[src/rtl/pool_pkg.sv]
`default_nettype none
// +----------------------------------------------------------------------+
// | Module   : pool_pkg                                                  |
// | Brief    : Shared types and helpers for the streaming pooling engine |
// | Revision : 1.0  initial release                                      |
// +----------------------------------------------------------------------+
package pool_pkg;

   typedef enum logic {
      POOL_MAX = 1'b0,
      POOL_AVG = 1'b1
   } pool_mode_e;

   typedef enum logic [1:0] {
      IDLE  = 2'd0,
      RUN   = 2'd1,
      DRAIN = 2'd2
   } pool_state_e;

   // Accumulator width: a KxK sum of DATA_W-bit signed values never overflows
   function automatic int acc_w(input int data_w, input int k);
      return data_w + 2 * $clog2(k);
   endfunction

endpackage
`default_nettype wire

[src/rtl/pool_lane.sv]
`default_nettype none
// +----------------------------------------------------------------------+
// | Module   : pool_lane                                                 |
// | Brief    : One channel of the pooling engine: horizontal accumulator,|
// |            row-buffer slice and final max/average conversion         |
// | Revision : 1.0  initial release                                      |
// +----------------------------------------------------------------------+
module pool_lane
   import pool_pkg::*;
#(
   parameter int DATA_W = 8,
   parameter int K      = 2,
   parameter int IMG_W  = 28,
   parameter int IDX_W  = 4
) (
   input  logic              clk,
   input  logic              rst,
   input  pool_mode_e        i_mode,
   input  logic              i_beat,
   input  logic              i_col_first,
   input  logic              i_col_last,
   input  logic              i_row_first,
   input  logic              i_row_last,
   input  logic [IDX_W-1:0]  i_idx,
   input  logic [DATA_W-1:0] i_elem,
   output logic [DATA_W-1:0] o_result
);

   localparam int c_ACC_W = acc_w(DATA_W, K);
   localparam int c_SH    = 2 * $clog2(K);
   localparam int c_NWIN  = IMG_W / K;

   typedef logic signed [c_ACC_W-1:0] acc_t;

   function automatic acc_t combine(input pool_mode_e m, input acc_t a, input acc_t b);
      if (m == POOL_AVG) begin
         return a + b;
      end
      return (a > b) ? a : b;
   endfunction

   acc_t r_hacc;
   acc_t r_rowbuf [c_NWIN];
   acc_t w_elem;
   acc_t w_hacc_next;
   acc_t w_vert;
   acc_t w_shift;

   // Horizontal combine, vertical combine with the stored partial row, and conversion
   always_comb begin
      w_elem      = {{(c_ACC_W-DATA_W){i_elem[DATA_W-1]}}, i_elem};
      w_hacc_next = i_col_first ? w_elem : combine(i_mode, r_hacc, w_elem);
      w_vert      = combine(i_mode, r_rowbuf[i_idx], w_hacc_next);
      w_shift     = w_vert >>> c_SH;
      o_result    = (i_mode == POOL_AVG) ? w_shift[DATA_W-1:0] : w_vert[DATA_W-1:0];
   end

   // Horizontal accumulator tracks every accepted beat
   always_ff @(posedge clk) begin
      if (rst) begin
         r_hacc <= '0;
      end else if (i_beat) begin
         r_hacc <= w_hacc_next;
      end
   end

   // Row buffer: first window row overwrites, middle rows combine; never reset
   always_ff @(posedge clk) begin
      if (i_beat && i_col_last && !i_row_last) begin
         r_rowbuf[i_idx] <= i_row_first ? w_hacc_next : w_vert;
      end
   end

endmodule
`default_nettype wire

[src/rtl/pool_stream_unit.sv]
`default_nettype none
// +----------------------------------------------------------------------+
// | Module   : pool_stream_unit                                          |
// | Brief    : Streaming KxK max/average pooling over CH parallel lanes  |
// |            with valid/ready handshakes on both sides                 |
// | Revision : 1.0  initial release                                      |
// +----------------------------------------------------------------------+
module pool_stream_unit
   import pool_pkg::*;
#(
   parameter int DATA_W = 8,
   parameter int CH     = 4,
   parameter int K      = 2,
   parameter int IMG_W  = 28,
   parameter int IMG_H  = 28
) (
   input  logic                 clk,
   input  logic                 rst,
   input  logic                 start,
   input  logic                 mode,
   input  logic                 in_valid,
   output logic                 in_ready,
   input  logic [CH*DATA_W-1:0] in_data,
   output logic                 out_valid,
   input  logic                 out_ready,
   output logic [CH*DATA_W-1:0] out_data,
   output logic                 busy,
   output logic                 done
);

   localparam int c_LOGK  = $clog2(K);
   localparam int c_COL_W = (IMG_W > 1) ? $clog2(IMG_W) : 1;
   localparam int c_ROW_W = (IMG_H > 1) ? $clog2(IMG_H) : 1;
   localparam int c_NWIN  = IMG_W / K;
   localparam int c_IDX_W = (c_NWIN > 1) ? $clog2(c_NWIN) : 1;
   localparam logic [c_COL_W-1:0] c_COL_LAST = c_COL_W'(IMG_W - 1);
   localparam logic [c_ROW_W-1:0] c_ROW_LAST = c_ROW_W'(IMG_H - 1);
   localparam logic [c_LOGK-1:0]  c_PH_LAST  = c_LOGK'(K - 1);

   generate
      if (K != 2 && K != 4) begin : g_bad_k
         $error("pool_stream_unit: K must be 2 or 4");
      end
      if ((IMG_W % K) != 0) begin : g_bad_w
         $error("pool_stream_unit: IMG_W must be a multiple of K");
      end
      if ((IMG_H % K) != 0) begin : g_bad_h
         $error("pool_stream_unit: IMG_H must be a multiple of K");
      end
   endgenerate

   pool_state_e          r_state;
   pool_mode_e           r_mode;
   logic [c_COL_W-1:0]   r_col;
   logic [c_ROW_W-1:0]   r_row;
   logic                 w_beat;
   logic                 w_col_first;
   logic                 w_col_last;
   logic                 w_row_first;
   logic                 w_row_last;
   logic                 w_win_done;
   logic                 w_frame_end;
   logic [c_IDX_W-1:0]   w_idx;
   logic [CH*DATA_W-1:0] w_pooled;

   // Handshake and window-position decode
   always_comb begin
      in_ready    = (r_state == RUN) && (!out_valid || out_ready);
      busy        = (r_state != IDLE);
      w_beat      = in_valid && in_ready;
      w_col_first = (r_col[c_LOGK-1:0] == '0);
      w_col_last  = (r_col[c_LOGK-1:0] == c_PH_LAST);
      w_row_first = (r_row[c_LOGK-1:0] == '0);
      w_row_last  = (r_row[c_LOGK-1:0] == c_PH_LAST);
      w_idx       = c_IDX_W'(r_col >> c_LOGK);
      w_win_done  = w_beat && w_col_last && w_row_last;
      w_frame_end = w_beat && (r_col == c_COL_LAST) && (r_row == c_ROW_LAST);
   end

   generate
      for (genvar g = 0; g < CH; g++) begin : g_lane
         pool_lane #(
            .DATA_W (DATA_W),
            .K      (K),
            .IMG_W  (IMG_W),
            .IDX_W  (c_IDX_W)
         ) u_lane (
            .clk         (clk),
            .rst         (rst),
            .i_mode      (r_mode),
            .i_beat      (w_beat),
            .i_col_first (w_col_first),
            .i_col_last  (w_col_last),
            .i_row_first (w_row_first),
            .i_row_last  (w_row_last),
            .i_idx       (w_idx),
            .i_elem      (in_data[g*DATA_W +: DATA_W]),
            .o_result    (w_pooled[g*DATA_W +: DATA_W])
         );
      end
   endgenerate

   // Frame FSM, raster counters and the single-entry output register
   always_ff @(posedge clk) begin
      if (rst) begin
         r_state   <= IDLE;
         r_mode    <= POOL_MAX;
         r_col     <= '0;
         r_row     <= '0;
         out_valid <= 1'b0;
         out_data  <= '0;
         done      <= 1'b0;
      end else begin
         done <= 1'b0;
         case (r_state)
            IDLE: begin
               if (start) begin
                  r_state <= RUN;
                  r_mode  <= pool_mode_e'(mode);
                  r_col   <= '0;
                  r_row   <= '0;
               end
            end
            RUN: begin
               if (w_frame_end) begin
                  r_state <= DRAIN;
               end
            end
            DRAIN: begin
               if (out_valid && out_ready) begin
                  r_state <= IDLE;
                  done    <= 1'b1;
               end
            end
            default: r_state <= IDLE;
         endcase

         if (w_beat) begin
            if (r_col == c_COL_LAST) begin
               r_col <= '0;
               r_row <= (r_row == c_ROW_LAST) ? '0 : r_row + 1'b1;
            end else begin
               r_col <= r_col + 1'b1;
            end
         end

         // A retiring beat and a new window can coincide; the new one wins
         if (w_win_done) begin
            out_valid <= 1'b1;
            out_data  <= w_pooled;
         end else if (out_ready) begin
            out_valid <= 1'b0;
         end
      end
   end

endmodule
`default_nettype wire

[config.mk]
export PLATFORM = sky130hd
export DESIGN_NAME = pool_stream_unit
export DESIGN_NICKNAME = d
export VERILOG_FILES = /design/src/rtl/pool_pkg.sv /design/src/rtl/pool_lane.sv /design/src/rtl/pool_stream_unit.sv
export SDC_FILE = /design/constraint.sdc
export NUM_CORES = 1
export LEC_CHECK = 0
export BUFFER_PORTS_ARGS = -buffer_cell sky130_fd_sc_hd__clkbuf_2
export CORE_UTILIZATION = 59
export CTS_BUF_LIST = sky130_fd_sc_hd__clkbuf_4
export DETAILED_ROUTE_END_ITERATION = 7
export HOLD_SLACK_MARGIN = 0.12
export PLACE_DENSITY = 0.76
export SETUP_SLACK_MARGIN = 0.2
export SLEW_MARGIN = 25
export SYNTH_ARGS = -nofsm -noshare
export SYNTH_HDL_FRONTEND = slang
export SYNTH_SLANG_ARGS = --single-unit
[constraint.sdc]
create_clock -name clk -period 14.56 [get_ports clk]
set_input_delay 0.728 -clock clk [delete_from_list [all_inputs] [get_ports clk]]
set_output_delay 0.728 -clock clk [all_outputs]
set_load 0.005 [all_outputs]
==> impl_metrics.tcl, run 1 <==
set metrics [dict create \
    status "complete, no violations" \
    die_area_um2 55760 \
    grt_max_degree 76 \
    rsz0062_at_grt "false" \
    core_um2 54030 \
    dr.pass1.iters 5 \
    antenna_found_initial 2 \
    synth.most_common_cell "edfxtp_1" \
    fin_nets 2773 \
    post_cts_resize_count 0 \
    cts_made_buffers 161 \
    cts_setup_buffers 0 \
    drc 0 \
    cts_hold_buffers 5 \
    synthToLayoutAreaGrowth_pct 10.62 \
    syn-cell-area_um2 32340 \
    synth_ff_type "edfxtp_1" \
    tns_ns 0 \
    io_pins 74 \
    start_util 0.5986 \
    cts_tree "yes" \
    synthCells 2405 \
    ctsHtreeMaxLevel 4 \
    setup_viol 0 \
    synth_seq_cells 651 \
    arrival_ns 7.60 \
    finalCritPeriodShare 0.4669 \
    final_max_slew_viol_count 0 \
    root_buffer "clkbuf_4" \
    drt-vias-per-instance 6.382 \
    startpoint_type "flip-flop" \
    ys_async_sr_fraction 0 \
    drt_iter0_markers 2039 \
    grt_pass1_wl_um 126300 \
    yosysTopAreaCell "edfxtp_1" \
    seq_area_um2 18660 \
    die_y_um 236.1 \
    ys_top_cells_by_count "560 x edfxtp_1, 193 x nor2_1, 160 x a21oi_1, 155 x ha_1, 149 x inv_1" \
    stdcell_count 3402 \
    die_width_um 236.1 \
    io_buffer_count 73 \
    max_slew.worst_pin.slew_ns 1.027 \
    cpPeakStageDelay_ns 0.85 \
    synth.avg_cell_area_um2 13.45 \
    synthesis.nets 2606 \
    grt_overflow 0 \
    clk_pin_slew_ns 0.07 \
    crit_required_ns 15.36 \
    p_total_uw 4092 \
    final-hold-violation-count 0 \
    path_delay_family "compound AO/OA/AOI/OAI gates" \
    path_max_fanout 75 \
    ant_nets 0 \
    place.gp.congestion 0.9281 \
    end_kind "flip-flop" \
    synth_edf_count 560 \
    path_class "reg2reg" \
    crit_top_cell "a21oi_1" \
    cp_cell_sequence "buf_12 > buf_4 > mux4_2 > mux2i_1 > nor2_1 > a21oi_1 > inv_1 > ha_1 > nor2b_1 > o21ai_0 > a21oi_1 > nor4_1 > o32a_1 > or2_2 > o32ai_1 > a221oi_1 > buf_2" \
    synth_cell_types 94 \
    powerDensity_nw_per_um2 114.4 \
    maxCapViolCount 0 \
    grt_pass1_vias 21330 \
    relSlewSlack 0.3151 \
    dp_cells 3095 \
    fill_cells 3799 \
    ys_seq_area_frac 0.5763 \
    netlist.area_leader.share 0.5199 \
    placementRows 85 \
    routed_wl_um 83110 \
    drive_gt1_frac 0.2243 \
    yosys_warnings 0 \
    fmax_mhz 147.1 \
    crit_buf_inv 4 \
    wire_per_inst_um 24.43 \
    p_leak_uw 0.01259 \
    holdCritPathClass "in2reg" \
    via_count 21710 \
    slowest_stage "dfxtp_4" \
    clk_path_buf_depth 3 \
    post-route-min-period_ns 6.797 \
    vdd_drop_max_uv 83.85 \
    hpwl_um 50220 \
    skew_ns 0.06470 \
    multiInputGateArea_um2 12830 \
    grt_usage 0.3025 \
    clock-sinks 651 \
    synthTopCellsByArea "edfxtp_1 52%, mux4_2 9.6%, ha_1 6.0%" \
    clk_latency_ns 1.03 \
]
==> per-layer routing <==
| layer | global-route usage | routed length, um |
|---|---|---|
| met1 | 0.4413 | 35230 |
| met3 | 0.06062 | 8060 |
| met2 | 0.4608 | 38300 |
| met4 | 0.09563 | 1522 |
| met5 | 0 | 0 |
==> placed cells by master, fill, tap and decap left out, types with 9 or more instances in the layout <==
cell type,count
a211oi_1,34
a21o_1,13
a21oi_1,155
a221o_1,9
a221oi_1,11
a2bb2oi_1,10
a31oi_1,14
buf_4,43
clkbuf_2,74
clkbuf_4,230
clkinv_1,45
clkinv_2,10
dfxtp_1,85
edfxtp_1,560
ha_1,155
inv_1,147
mux2_2,23
mux2i_1,53
mux4_2,138
nand2_1,111
nand2b_1,16
nand3_1,32
nand3b_1,16
nand4_1,10
nor2_1,182
nor2_4,10
nor2b_1,19
nor3_1,44
nor3b_1,14
o211ai_1,19
o21a_1,11
o21ai_0,55
o21bai_1,20
o22ai_1,44
xnor2_1,38
xor2_1,21
==> worst register-to-register path: cells and delay by family (launching register included) <==
family	cells	cell delay [ns]
simple gates	4	0.73
fa+ha+maj	1	0.32
buf+inv	4	1.89
mux	2	0.77
flops	1	0.85
compound gates	6	2.03
==> registers in the layout, summed over array words and instances, names as in the netlist, named ones only <==
name                    flops
g_lane.u_lane.r_rowbuf    560
g_lane.u_lane.r_hacc       40
out_data                   32
r_col                       5
r_row                       5
r_state                     2
done                        1
out_valid                   1
r_mode                      1
==> path summary, 6_finish.rpt <==
path / from / end / slack (ns) / cells after the start
worst min-delay path: rst / g_lane[2].u_lane.r_hacc[6]$_SDFFE_PP0P_ / 0.21 / 3
worst max register to register: flip-flop / g_lane[3].u_lane.r_rowbuf[7][8]$_DFFE_PP_ / 7.76 / 17
worst max-delay path: flip-flop / g_lane[3].u_lane.r_rowbuf[7][8]$_DFFE_PP_ / 7.76 / 17
worst min register to register: out_data[12]$_SDFFE_PP0P_ / out_data[12]$_SDFFE_PP0P_ / 0.49 / 2
==> area by class of cell <==
type	instances	share of cell area
repair buffers	128	0.02224
clock buffers	227	0.04763
well taps	696	0.02434
clock inverters	66	0.009547
inverters	152	0.01595
flip-flops and latches	651	0.5214
multi-input cells	1478	0.3586
diodes	4	0.0002798
==> logic make-up after synthesis <==
logic type,synth area share
compound gates,0.1151
fa+ha+maj,0.06492
buf+inv,0.03335
simple gates,0.07389
flops,0.5763
mux,0.1205
xor+xnor,0.01598
==> report_power, final <==
group / internal (uW) / switching [uW] / total, uW
clock: 763 / 749 / 1510
sequential: 2080 / 11.0 / 2100
combinational: 164 / 320 / 484
total: 3010 / 1080 / 4090
==> per-stage QoR <==
step | area (um2) | hold slack [ns] | setup WS, ns | utilization
finish | 35780 | 0.2092 | 7.763 | 0.6622
global route | 35780 | 0.1825 | 7.276 | 0.6622
CTS | 35680 | 0.1268 | 7.469 | 0.6603
detailed placement | 33580 | 0.4680 | 7.539 | 0.6215
global placement | 33550 | 0.4596 | 7.532 | 0.6209
floorplan | 32340 | 0.4487 | 8.355 | -
(Power assumes the default switching activity.)
==> run 2: changes to the inputs <==
ABC_AREA = 1   (was unset)
clock period = 6.47 ns   (was 14.56 ns; I/O delays follow)
==> run 2 against run 1 <==
Sequential share of layout area is 1.8 points lower; global-route usage grew 1.7 points; clock skew is essentially flat; first-iteration DRC count up 24%; critical path type unchanged; clock-buffer cell count up 19; sequential cell count unchanged; cell area rose by 3.6%; total power grew 120%; clock power is 130% higher; via count grew 25%; non-clock buffer count rose by 32.
==> impl_metrics.tcl, run 2 <==
set metrics [dict create \
    status "complete, no violations" \
    clk_latency_ns 1.04 \
    largest_reg_flops 560 \
    p_leak_uw 0.01527 \
    core_um2 55630 \
    cts_tree "yes" \
    reg_top3 "g_lane.u_lane.r_rowbuf (560), g_lane.u_lane.r_hacc (40), out_data (32)" \
    fmax_mhz 196.8 \
    post_cts_resize_count 0 \
    synth_ff_type "edfxtp_1" \
    grt_pass1_vias 26100 \
    pwr-share-comb 0.114 \
    maxCapViolCount 0 \
    drt_iter0_markers 2536 \
    ant_nets 0 \
    grt_pass1_wl_um 140500 \
    wire_per_inst_um 19.74 \
    die_y_um 240.3 \
    clk_pin_slew_ns 0.07 \
    ys_async_sr_fraction 0 \
    synthTopCellsByArea "edfxtp_1 50%, nand2_1 6.6%, ha_1 5.8%" \
    power_switching_uw 2414 \
    root_buffer "clkbuf_4" \
    top_register "g_lane.u_lane.r_rowbuf" \
    placementRows 86 \
    tns_ns 0 \
    max_slew.worst_pin.slew_ns 1.078 \
    ys_seq_area_frac 0.5561 \
    cts_hold_buffers 42 \
    vdd_drop_max_uv 225.7 \
    synthToLayoutAreaGrowth_pct 10.58 \
    cts_setup_buffers 0 \
    dr.pass1.iters 6 \
    die_area_um2 57760 \
    final_max_slew_viol_count 0 \
    ctsHtreeMaxLevel 4 \
    path_class "reg2reg" \
    holdCritPathClass "in2reg" \
    whs_ns 0.2556 \
    die_width_um 240.3 \
    io_buffer_count 73 \
    synthesis.nets 3766 \
    arrival_ns 5.85 \
    p_int_uw 6707 \
    powerDensity_nw_per_um2 246.1 \
    synth_edf_count 560 \
    cts_made_buffers 161 \
    end_kind "flip-flop" \
    setup_viol 0 \
    clock-sinks 651 \
    place.gp.congestion 0.9469 \
    synth_seq_cells 651 \
    grt_max_degree 197 \
    path_max_fanout 49 \
    antenna_found_initial 2 \
    routed_wl_um 90670 \
    grt_overflow 0 \
    clk_path_buf_depth 3 \
    rsz0062_at_grt "false" \
    drc 0 \
    synth_cell_types 51 \
    start_util 0.6024 \
    netSwitchingFraction 0.2647 \
    clkPwrFrac 0.376 \
    netlist.area_leader.share 0.5018 \
    drive_gt1_frac 0.1206 \
    pwr-share-seq 0.510 \
    relSlewSlack 0.2811 \
    layout_commonest_cell "nand2_1" \
    via_count 27030 \
    grt_usage 0.3195 \
    io_pins 74 \
    skew_ns 0.06511 \
    synthCells 3565 \
    startpoint_type "flip-flop" \
    yosysTopAreaCell "edfxtp_1" \
    final_cell_mix "588 x nand2_1, 560 x edfxtp_1, 426 x nor2_1" \
    post-route-min-period_ns 5.081 \
    fin_nets 3915 \
    ys_top_cells_by_count "588 x nand2_1, 560 x edfxtp_1, 438 x nor2_1, 381 x o21ai_0, 340 x inv_1" \
    final-hold-violation-count 0 \
    synth.most_common_cell "nand2_1" \
    crit_required_ns 7.24 \
    yosys_warnings 0 \
    hpwl_um 52910 \
    syn-cell-area_um2 33510 \
    synth.avg_cell_area_um2 9.401 \
    finalCritPeriodShare 0.7854 \
    drt-vias-per-instance 5.885 \
]
## run 2: cell count changes after synthesis, moves of 53 or more
| cell | before | now |
|---|---|---|
| o21ai_1 | 1 | 58 |
| inv_1 | 149 | 340 |
| nand2_1 | 111 | 588 |
| o21ai_0 | 58 | 381 |
| o221ai_1 | 9 | 63 |
| mux2i_1 | 53 | 0 |
| a21oi_1 | 160 | 242 |
| nor2_1 | 193 | 438 |
| mux4_2 | 138 | 0 |
| buf_2 | 16 | 71 |
| nand3_1 | 32 | 185 |
## run 2: metal layers
| metal | GRT usage | vias up | wire (um) |
|---|---|---|---|
| met5 | 0 | - | 0 |
| met4 | 0.1801 | 0 | 4348 |
| met3 | 0.05867 | 282 | 7417 |
| met2 | 0.5291 | 1288 | 42990 |
| met1 | 0.3944 | 12660 | 35920 |
| li1 | - | 12800 | - |
## run 2: worst max-delay path, cell delays in order (launching register included)
cell and delay, ns:
dfxtp_4 0.72, inv_2 0.50, buf_12 0.36, a21oi_1 0.15, a21oi_1 0.06, o21ai_1 0.55, ha_1 0.42, nand2_1 0.11
nor2_1 0.05, o211ai_1 0.09, nand3_1 0.12, xor2_1 0.15, nand2_1 0.19, inv_1 0.08, nor2_1 0.41, nand3_1 0.23
nand3_1 0.11, nand2_1 0.16, inv_1 0.33
## run 2: cells by family after synthesis
family	synth area share
XOR/XNOR	0.003136
AO/OA/AOI/OAI	0.1445
buffers and inverters	0.06358
AND/OR/NAND/NOR	0.1700
flip-flops	0.5561
adder cells (fa/ha/maj)	0.06265
## run 2: power by group through the flow
| stage | combinational (uW) | sequential, uW | clock [uW] |
|---|---|---|---|
| 2_1_floorplan | 732 | 4730 | 0 |
| 3_3_place_gp | 982 | 4740 | 0 |
| 3_5_place_dp | 997 | 4740 | 0 |
| 4_1_cts | 1020 | 4650 | 3470 |
| 5_1_grt | 1170 | 4650 | 3680 |
| 6_report | 1040 | 4650 | 3430 |
## run 2: final timing paths
path | start | to | slack [ns] | depth (start not counted)
max reg2reg | flip-flop | g_lane[1].u_lane.r_rowbuf[1][4]$_DFFE_PP_ | 1.39 | 18
max | flip-flop | g_lane[1].u_lane.r_rowbuf[1][4]$_DFFE_PP_ | 1.39 | 18
min reg2reg | out_valid$_SDFFE_PP0P_ | done$_SDFF_PP0_ | 0.46 | 2
min | start | r_row[4]$_SDFF_PP0_ | 0.26 | 5
## run 2: per-stage QoR
| step | area (um2) | utilization | setup WS (ns) | std cells | power (uW) |
|---|---|---|---|---|---|
| floorplan | 33510 | - | 0.8991 | 3565 | 5466 |
| global placement | 34510 | 0.6203 | 1.615 | 4254 | 5724 |
| detailed placement | 34550 | 0.6211 | 1.373 | 4256 | 5739 |
| CTS | 37020 | 0.6655 | 1.568 | 4585 | 9145 |
| global route | 37050 | 0.6661 | 1.017 | 4590 | 9497 |
| finish | 37060 | 0.6662 | 1.389 | 4593 | 9121 |
## run 2: cell type report
class | count | area, um2
diodes | 7 | 17.52
clock buffers | 246 | 1847
clock inverters | 41 | 202.7
fillers | 4393 | 18570
inverters | 356 | 1351
multi-input cells | 2384 | 12860
flip-flops and latches | 651 | 18650
well taps | 748 | 935.9
repair buffers | 160 | 1194
